==> src/rtl/gemm_result_drain_pkg.sv <==
// Shared sizes, result_valid bit positions and drain FSM state type.
package gemm_result_drain_pkg;

  localparam int unsigned S2P_SIZE    = 4;
  localparam int unsigned RESULT_SIZE = 32;

  // result_valid bit positions
  localparam int unsigned RV_VLD   = 0;
  localparam int unsigned RV_ACT   = 1;
  localparam int unsigned RV_FIRST = 2;
  localparam int unsigned RV_GLAST = 3;

  typedef enum logic [1:0] {
    StIdle,
    StDrain,
    StDone
  } drain_st_e;

endpackage

==> src/rtl/gemm_result_drain_tile_fifo2.sv <==
// Two-entry register FIFO holding whole tiles plus their grp_last/conv_last flags.
module gemm_result_drain_tile_fifo2 #(
  parameter int unsigned DataW = 32
) (
  input  logic             clk,
  input  logic             rstn,
  input  logic             push_i,
  input  logic [DataW-1:0] data_i,
  input  logic             grp_last_i,
  input  logic             conv_last_i,
  input  logic             pop_i,
  output logic [DataW-1:0] head_data_o,
  output logic             head_grp_last_o,
  output logic             head_conv_last_o,
  output logic [1:0]       count_o,
  output logic [1:0]       count_nxt_o
);

  logic [DataW-1:0] data_q [2];
  logic [1:0]       grp_q;
  logic [1:0]       conv_q;
  logic             wr_ptr_q;
  logic             rd_ptr_q;
  logic [1:0]       count_q;
  logic [1:0]       count_d;

  // Occupancy after this cycle's push/pop.
  always_comb begin
    count_d = count_q;
    unique case ({push_i, pop_i})
      2'b10:   count_d = count_q + 2'd1;
      2'b01:   count_d = count_q - 2'd1;
      default: count_d = count_q;
    endcase
  end

  // Storage, pointers and occupancy; reset flushes all entries.
  always_ff @(posedge clk or negedge rstn) begin
    if (!rstn) begin
      for (int i = 0; i < 2; i++) data_q[i] <= '0;
      grp_q    <= '0;
      conv_q   <= '0;
      wr_ptr_q <= 1'b0;
      rd_ptr_q <= 1'b0;
      count_q  <= 2'd0;
    end else begin
      if (push_i) begin
        data_q[wr_ptr_q] <= data_i;
        grp_q[wr_ptr_q]  <= grp_last_i;
        conv_q[wr_ptr_q] <= conv_last_i;
        wr_ptr_q         <= ~wr_ptr_q;
      end
      if (pop_i) rd_ptr_q <= ~rd_ptr_q;
      count_q <= count_d;
    end
  end

  assign head_data_o      = data_q[rd_ptr_q];
  assign head_grp_last_o  = grp_q[rd_ptr_q];
  assign head_conv_last_o = conv_q[rd_ptr_q];
  assign count_o          = count_q;
  assign count_nxt_o      = count_d;

endmodule

==> src/rtl/gemm_result_drain.sv <==
// Serialises buffered GEMM tiles into a kernel-major word stream with framing and conv_done.
module gemm_result_drain
  import gemm_result_drain_pkg::*;
#(
  parameter int unsigned S2P   = S2P_SIZE,
  parameter int unsigned KROWS = 4,
  parameter int unsigned RES_W = RESULT_SIZE
) (
  input  logic                       clk,
  input  logic                       rstn,
  input  logic                       tile_vld_i,
  output logic                       tile_rdy_o,
  input  logic [KROWS*S2P*RES_W-1:0] tile_data_i,
  input  logic                       tile_grp_last_i,
  input  logic                       tile_conv_last_i,
  output logic [RES_W-1:0]           result_o,
  output logic [3:0]                 result_valid_o,
  output logic                       conv_done_o
);

  localparam int unsigned Words = KROWS * S2P;
  localparam int unsigned IdxW  = (Words > 1) ? $clog2(Words) : 1;
  localparam int unsigned TileW = Words * RES_W;
  localparam logic [IdxW-1:0] LastIdx = IdxW'(Words - 1);

  logic             push;
  logic             pop;
  logic [TileW-1:0] head_data;
  logic             head_glast;
  logic             head_clast;
  logic [1:0]       count;
  logic [1:0]       count_nxt;
  logic [RES_W-1:0] head_word;

  drain_st_e        state_q, state_d;
  logic [IdxW-1:0]  idx_q, idx_d;
  logic [RES_W-1:0] result_q, result_d;
  logic [3:0]       rv_q, rv_d;
  logic             done_q, done_d;
  logic             rdy_q;

  assign push = tile_vld_i & rdy_q;

  gemm_result_drain_tile_fifo2 #(
    .DataW (TileW)
  ) u_fifo (
    .clk              (clk),
    .rstn             (rstn),
    .push_i           (push),
    .data_i           (tile_data_i),
    .grp_last_i       (tile_grp_last_i),
    .conv_last_i      (tile_conv_last_i),
    .pop_i            (pop),
    .head_data_o      (head_data),
    .head_grp_last_o  (head_glast),
    .head_conv_last_o (head_clast),
    .count_o          (count),
    .count_nxt_o      (count_nxt)
  );

  assign head_word = head_data[32'(idx_q) * RES_W +: RES_W];

  // Drain FSM: next state, idx counter, pop and next output values.
  always_comb begin
    state_d  = state_q;
    idx_d    = idx_q;
    pop      = 1'b0;
    result_d = result_q;
    rv_d     = 4'b0000;
    done_d   = 1'b0;
    unique case (state_q)
      StIdle: begin
        if (count != 2'd0) begin
          state_d = StDrain;
          idx_d   = '0;
        end
      end
      StDrain: begin
        result_d         = head_word;
        rv_d[RV_VLD]     = 1'b1;
        rv_d[RV_ACT]     = 1'b1;
        rv_d[RV_FIRST]   = (idx_q == '0);
        rv_d[RV_GLAST]   = (idx_q == '0) & head_glast;
        if (idx_q == LastIdx) begin
          pop   = 1'b1;
          idx_d = '0;
          if (head_clast)           state_d = StDone;
          // Second tile already buffered: continue without a bubble.
          else if (count == 2'd2)   state_d = StDrain;
          else                      state_d = StIdle;
        end else begin
          idx_d = idx_q + 1'b1;
        end
      end
      StDone: begin
        done_d  = 1'b1;
        state_d = StIdle;
      end
      default: state_d = StIdle;
    endcase
  end

  // State, counter and registered outputs; tile_rdy follows next occupancy.
  always_ff @(posedge clk or negedge rstn) begin
    if (!rstn) begin
      state_q  <= StIdle;
      idx_q    <= '0;
      result_q <= '0;
      rv_q     <= 4'b0000;
      done_q   <= 1'b0;
      rdy_q    <= 1'b0;
    end else begin
      state_q  <= state_d;
      idx_q    <= idx_d;
      result_q <= result_d;
      rv_q     <= rv_d;
      done_q   <= done_d;
      rdy_q    <= (count_nxt != 2'd2);
    end
  end

  assign tile_rdy_o     = rdy_q;
  assign result_o       = result_q;
  assign result_valid_o = rv_q;
  assign conv_done_o    = done_q;

endmodule

==> config.mk <==
export PLATFORM = sky130hd
export DESIGN_NAME = gemm_result_drain
export DESIGN_NICKNAME = d
export VERILOG_FILES = /design/src/rtl/gemm_result_drain_pkg.sv /design/src/rtl/gemm_result_drain_tile_fifo2.sv /design/src/rtl/gemm_result_drain.sv
export SDC_FILE = /design/constraint.sdc
export NUM_CORES = 1
export LEC_CHECK = 0
export BUFFER_PORTS_ARGS = -buffer_cell sky130_fd_sc_hd__buf_2
export CORE_MARGIN = 10
export CORE_UTILIZATION = 50
export DETAILED_ROUTE_END_ITERATION = 8
export HOLD_SLACK_MARGIN = 0.15
export PLACE_DENSITY_LB_ADDON = 0.1
export SLEW_MARGIN = 20
export SYNTH_ARGS = -nofsm -noshare
export SYNTH_HDL_FRONTEND = slang
export SYNTH_SLANG_ARGS = --single-unit
==> constraint.sdc <==
create_clock -name clk -period 2.62 [get_ports clk]
set_input_delay 0.262 -clock clk [delete_from_list [all_inputs] [get_ports clk]]
set_output_delay 0.262 -clock clk [all_outputs]
set_load 0.05 [all_outputs]
==> impl_results.md, run 1 <==
- Max transition margin: 27.72%
- Worst Path Required: 3210 ps
- Outcome: completed
- Number of DRC markers in iteration 0: 2118
- RSZ-0062 raised after global routing: no
- Met2 Use GR: 46.95%
- DR vias: 32113
- Least-Margin Pin Slew: 1082 ps
- Global-route wire length before repair: 233.8 mm
- #FFs+latches synth: 1075
- CTS Buf Count: 115
- Clk slew on worst S/H paths: 60 ps
- Max Clock Freq: 391.7 MHz
- Switch Pwr: 28780 uW
- Core area: 0.09515 mm2
- Largest net degree at the start of global routing: 110
- Post-route setup TNS: 0 ps
- Static leakage: 0.02740 uW
- Ys flop type: dfrtp_1
- Leading area contributor after synthesis: dfrtp_1
- Internal power: 54380 uW
- Sink Count: 1075
- Post-route DRC: 0
- Setup ws final: 66.72 ps
- Root buf cell: clkbuf_16
- Met3 Use GR: 7.265%
- Final Critical Period: 2553 ps
- Die outline height: 330.0 um
- Via count of the first global-routing pass: 35982
- H-tree depth: 3
- DR WL/cell: 28.17 um
- Clock power share: 20.0%
- Drt pass-1 iters: 5
- Setup slack after placement: -30.21 ps
- I/O Pins: 555
- Grt ovf: 0
- Final net count: 4715
- Placement Cell Area: 0.05347 mm2
- IO Port Bufs: 554
- Syn Area/Cell: 15.72 um2
- Comb pwr share: 44.0%
- HPWL Detailed: 114.1 mm
- Die area: 0.1089 mm2
- GRT Util Overall: 28.70%
- Wirelength, routed: 157.4 mm
- Worst setup SP type: flop
- Pwr Density: 1327 mW/mm2
- Layout cell share with drive strength beyond 1: 52.97%
- Final slew viol count: 0
- CP delay by family, top: compound AO/OA/AOI/OAI gates
- Seq pwr share: 36.0%
- Initial core utilization: 50.50%
- Gpl congestion: 0.8633
- Die Wd: 330.0 um
- Critical setup path kind: reg -> reg
- Worst hold path type: in -> reg
- Area Growth Syn to Fin: 30.38%
- GR peak layer: met2
- Synth top area cells: dfrtp_1, mux2_2, mux4_2
- Site row count: 113
- Clk buf depth: 3
- Vias/cell: 5.749
- EDFF count, synth: 0
- Yosys Warn Count: 0
- Final Util: 65.84%
- CTS tree: done
- Setup Viol. Count Final: 0
- M1 GR Usage: 35.45%
- Maximum vdd drop: 763.9 uV
- Crit path buf inv count: 3
- # Max-Cap Violations: 0
- Crit path largest cell delay: 520 ps
- Sequential area share after synthesis: 55.98%
- Post-Syn Area: 0.04805 mm2
- Hold Vio Cnt, Final: 0
- Synth top area share: 55.98%
- Critical path cell sequence: buf_12 -> buf_12 -> buf_12 -> mux2i_1 -> o22ai_1 -> a211o_1 -> o221a_2
- Initial antenna violation count: 38
- Ys async rst share: 100.0%
- Final ANT Viol Nets: 0
- Placed insts: 4825
- Max stage delay cell, worst path: dfrtp_4
- Synth Net Count: 3577
- Yosys cell types: 41
- Worst endpoint data arrival time: 3140 ps
- Crit. End Element: flop
- Clock skew: 22.01 ps
- Cell count after synthesis: 3057
- Clk_lat worst skew: 700 ps
- CP max FO: 22
- Cell mode on critical path: buf_12
- Final period utilization: 97.45%
- Cell area after layout: 0.06265 mm2
- Final Non-Filler Cells: 5586
- Sw Share: 34.61%
## synth_stat cells, drive strengths merged (2+ instances only)
cell type  instances
nor3b              2
and3               2
nor2               3
o21ai              5
nand3              4
o22ai             31
o221a             32
clkbuf            74
dfrtp           1075
xor2               2
a222oi            32
buf              155
inv                2
a211o             31
mux2            1156
nor2b              4
xnor2              2
and2               2
or2                2
and3b              2
o2111ai           32
mux4             160
nand2            102
nand2b             4
a21oi             33
mux2i             99
ha                 3
## per-stage QoR
| step | hold WS (ps) | total power, uW |
|---|---|---|
| after floorplan | -33.59 | 52400 |
| after global placement | 284.9 | 64220 |
| after detailed placement | 291.9 | 65900 |
| after CTS | 300.3 | 83390 |
| after global routing | 327.2 | 87000 |
| final | 342.6 | 83160 |
## cells in the final DEF (no fill, tap or decap), types with 11 or more instances in the layout
cell	count
dlygate4sd3_1	518
mux2_2	1125
o22ai_1	31
clkbuf_8	34
dfrtp_1	1071
mux4_2	160
o2111ai_1	32
a222oi_1	32
mux2_4	30
mux2i_1	96
buf_4	113
a21oi_1	33
nand2_1	102
o221a_1	11
clkbuf_1	27
diode_2	30
clkinv_2	20
o221a_2	21
buf_2	553
clkbuf_16	117
buf_12	65
a211o_1	30
## power by group through the flow
stage / combinational [uW] / sequential, uW / clock [uW]
6_report: 36600 / 29900 / 16700
2_1_floorplan: 23400 / 29000 / 0
3_3_place_gp: 35000 / 29200 / 0
4_1_cts: 36700 / 29700 / 16900
3_5_place_dp: 35900 / 30000 / 0
5_1_grt: 38600 / 30700 / 17700
## metal layers
layer / up-vias / part of all wire, % / wire, um
met5: - / 0.12 / 192
met4: 32 / 5.5 / 8623
met3: 339 / 6.4 / 10150
met2: 936 / 49 / 76390
met1: 17013 / 39 / 62000
li1: 13793 / - / -
## worst paths after layout
kind | start | to | slack (ps) | depth (start not counted)
min reg2reg | state_q[1] | state_q[0] | 470 | 1
min in group asynchronous | rstn | u_fifo.data_q[462] | 690 | 3
max in group asynchronous | rstn | u_fifo.data_q[194] | 900 | 4
max reg2reg | u_fifo.rd_ptr_q | result_o[9] | 70 | 7
min | tile_data_i[31] | u_fifo.data_q[543] | 340 | 3
max | u_fifo.rd_ptr_q | result_o[9] | 70 | 7
## flip-flops by register name (all words and copies together) (netlist names)
signal and flops:
conv_done_o 1, idx_q 4, result_o 32, result_valid_o 3
state_q 2, tile_rdy_o 1, u_fifo.conv_q 2, u_fifo.count_o 2
u_fifo.data_q 1024, u_fifo.grp_q 2, u_fifo.rd_ptr_q 1, u_fifo.wr_ptr_q 1
## area by class of cell
| type | instances | area [um2] |
|---|---|---|
| fillers | 6744 | 32500 |
| flip-flops and latches | 1075 | 26920 |
| multi-input cells | 1750 | 20040 |
| repair buffers | 1250 | 10120 |
| clock buffers | 178 | 3497 |
| well taps | 1265 | 1583 |
| clock inverters | 35 | 414.1 |
| diodes | 30 | 75.07 |
| inverters | 3 | 13.76 |
## cells by family after synthesis
logic type	share of synthesized area [%]
AOI/OAI and AO/OA	3.416
DFF	55.98
buffers and inverters	2.427
adders and majority gates	0.07812
and+or+nand+nor	1.138
muxes	36.89
xor gates and xnor gates	0.07292
## timing repair
| item | in CTS | in global routing |
|---|---|---|
| gates resized for setup | 1 | 3 |
| hold buffers | 518 | 0 |
| endpoints found under the setup margin | 1 | 3 |
| hold endpoints to repair | 1637 | 0 |
| buffers inserted | 0 | 0 |
## worst reg2reg max path, cell delays in order (launching register included)
cell     delay (ps)
dfrtp_4         520
buf_12          230
buf_12          280
buf_12          230
mux2i_1         220
o22ai_1         180
a211o_1         490
o221a_2         300
No activity file was read; power rests on OpenSTA's default activity.
==> run 2: changes to the inputs <==
--- a/config.mk
+++ b/config.mk
@@ -14,4 +14,5 @@
 export SLEW_MARGIN = 20
 export SYNTH_ARGS = -nofsm -noshare
 export SYNTH_HDL_FRONTEND = slang
+export SYNTH_HIERARCHICAL = 1
 export SYNTH_SLANG_ARGS = --single-unit
==> run 2 against run 1 <==
  * Clock skew down 4.6 ps
  * Worst setup slack worse by 32 ps
  * Clock power grew 3%
  * Highest routed layer unchanged
==> impl_results.md, run 2 <==
- Max Clock Freq: 386.9 MHz
- Cell mode on critical path: buf_12
- Crit. End Element: flop
- Worst endpoint data arrival time: 3130 ps
- Gpl congestion: 0.8094
- Worst Hold Path EP: u_fifo/data_q[833]
- # Max-Cap Violations: 0
- Clock skew: 17.41 ps
- Setup slack after placement: -91.89 ps
- Post-route DRC: 0
- GRT Util Overall: 28.27%
- HPWL Detailed: 115.4 mm
- Ys async rst share: 100.0%
- Commonest non-fill, non-tap cell in the layout: mux2_2
- Vias/cell: 5.510
- Final ANT Viol Nets: 0
- Initial antenna violation count: 30
- Post-Syn Area: 0.04995 mm2
- EDFF count, synth: 0
- Maximum vdd drop: 716.8 uV
- Least-Margin Pin Slew: 812.5 ps
- CP max FO: 16
- Most frequent cells in the layout: mux2_2, dfrtp_1, buf_2, dlygate4sd3_1, mux2_1
- Initial core utilization: 50.60%
- Site row count: 115
- Worst setup SP type: flop
- Most instantiated cells after synthesis: mux2_2, dfrtp_1, mux2_1, mux2i_1, buf_2
- Clk slew on worst S/H paths: 60 ps
- Synth Net Count: 3968
- Outcome: completed
- Hold Path Depth: 3
- CTS tree: done
- Yosys cell types: 32
- Hold Vio Cnt, Final: 0
- Setup Viol. Count Final: 0
- Root buf cell: clkbuf_16
- Clk_lat worst skew: 700 ps
- RSZ-0062 raised after global routing: no
- Worst hold path type: in -> reg
- Crit path largest cell delay: 630 ps
- Most common cell in the synthesized netlist: mux2_2
- Largest net degree at the start of global routing: 100
- CTS Buf Count: 117
- Critical setup path kind: reg -> reg
- Area Growth Syn to Fin: 29.89%
- Max stage delay cell, worst path: nor4_2
- Sequential area share after synthesis: 53.86%
- Critical path cell sequence: buf_12 -> buf_12 -> mux2_2 -> mux2i_1 -> nor2_1 -> nor4_2 -> nor3_1
- Final slew viol count: 0
- Sink Count: 1075
- Final period utilization: 98.66%
- Final Non-Filler Cells: 6020
- Die outline height: 336.1 um
- Final net count: 5136
- Worst Path Required: 3160 ps
- Post-CTS setup buffers: 0
- I/O Pins: 555
- Die Wd: 336.1 um
- Synth top area share: 53.86%
- Setup ws final: 35.09 ps
- Syn Area/Cell: 14.49 um2
- Reg-to-reg setup timing slack: 40 ps
- Grt ovf: 0
- Cell count after synthesis: 3448
- Number of flip-flops in the largest register: 1024
- Layout cell share with drive strength beyond 1: 44.95%
- #FFs+latches synth: 1075
- DR WL/cell: 26.81 um
- Number of DRC markers in iteration 0: 1919
- DR vias: 33169
- Hold Startpoint: tile_data_i[321]
- Max transition margin: 45.72%
- Worst reg2reg path startpoint: u_fifo/rd_ptr_q
- Pwr Density: 1328 mW/mm2
- Depth of the worst register-to-register path: 7
- Wirelength, routed: 161.4 mm
- Synth top area cells: dfrtp_1, mux2_2, mux2_1
- Global-route wire length before repair: 239.6 mm
- Static leakage: 0.02867 uW
- Drt pass-1 iters: 5
- Reg-to-reg critical path endpoint: result_o[21]
- Biggest register: u_fifo/data_q
- Via count of the first global-routing pass: 35634
- Die area: 0.1129 mm2
- Leading area contributor after synthesis: dfrtp_1
- H-tree depth: 3
- Clk buf depth: 3
- Final Critical Period: 2585 ps
- IO Port Bufs: 554
- Core area: 0.09871 mm2
- Ys flop type: dfrtp_1
- Placed insts: 5266
- Yosys Warn Count: 6
## run 2: worst max path at each step
stage	from	end	cells past startpoint
finish	u_fifo/rd_ptr_q	result_o[21]	7
global route	u_fifo/rd_ptr_q	result_o[21]	7
CTS	u_fifo/rd_ptr_q	result_o[17]	8
detailed placement	u_fifo/rd_ptr_q	result_o[21]	7
global placement	u_fifo/rd_ptr_q	result_o[21]	7
floorplan	tile_rdy_o	u_fifo/data_q[934]	6
## run 2: per-layer routing
metal	track usage (%)	routed length (um)	part of all wire, %
met1	38.43	71300	44
met2	45.37	75960	47
met3	6.580	9901	6.1
met4	7.158	4214	2.6
met5	0	54	0.033
## run 2: kinds of logic after synthesis
| group | synth area share, % |
|---|---|
| muxes | 39.89 |
| adders and majority gates | 0.07516 |
| buffers and inverters | 2.710 |
| DFF | 53.86 |
| xor gates and xnor gates | 0.08769 |
| and+or+nand+nor | 2.089 |
| AOI/OAI and AO/OA | 1.285 |
## run 2: layout make-up
cell class              instances  area, um2
diodes                         23      57.56
clock buffers                 183       3661
clock inverters                30      382.9
fillers                      7348      33830
inverters                       4      15.01
multi-input cells            2130      21750
flip-flops and latches       1075      26910
well taps                    1287       1610
repair buffers               1288      10490
## run 2: stage by stage
step	power, uW	area (um2)	hold WS (ps)	setup TNS (ps)	utilization [%]
after CTS	86340	64800	281.6	0	65.65
after global placement	67550	55550	268.2	-300.3	56.27
after detailed placement	68150	55550	259.2	-159.2	56.27
after floorplan	53940	49950	-33.59	0	-
after global routing	90540	64870	323.5	0	65.72
final	86190	64880	339.6	0	65.73
## run 2: timing repair
item                                   4_1_cts  5_1_grt
gates resized for setup                      3        3
hold buffers                               518        0
setup endpoints to repair                    3        3
endpoints found under the hold margin     1692        0
## run 2: power by group
part | internal (uW) | switching [uW] | total (uW)
clock | 10400 | 6790 | 17200
sequential | 25200 | 4250 | 29500
combinational | 19900 | 19600 | 39500
total | 55500 | 30600 | 86200
## run 2: worst max-delay path: cells and delay by family (launching register included)
family	cells	cell delay (ps)
simple gates	3	860
mux	2	660
flops	1	490
buf+inv	2	390
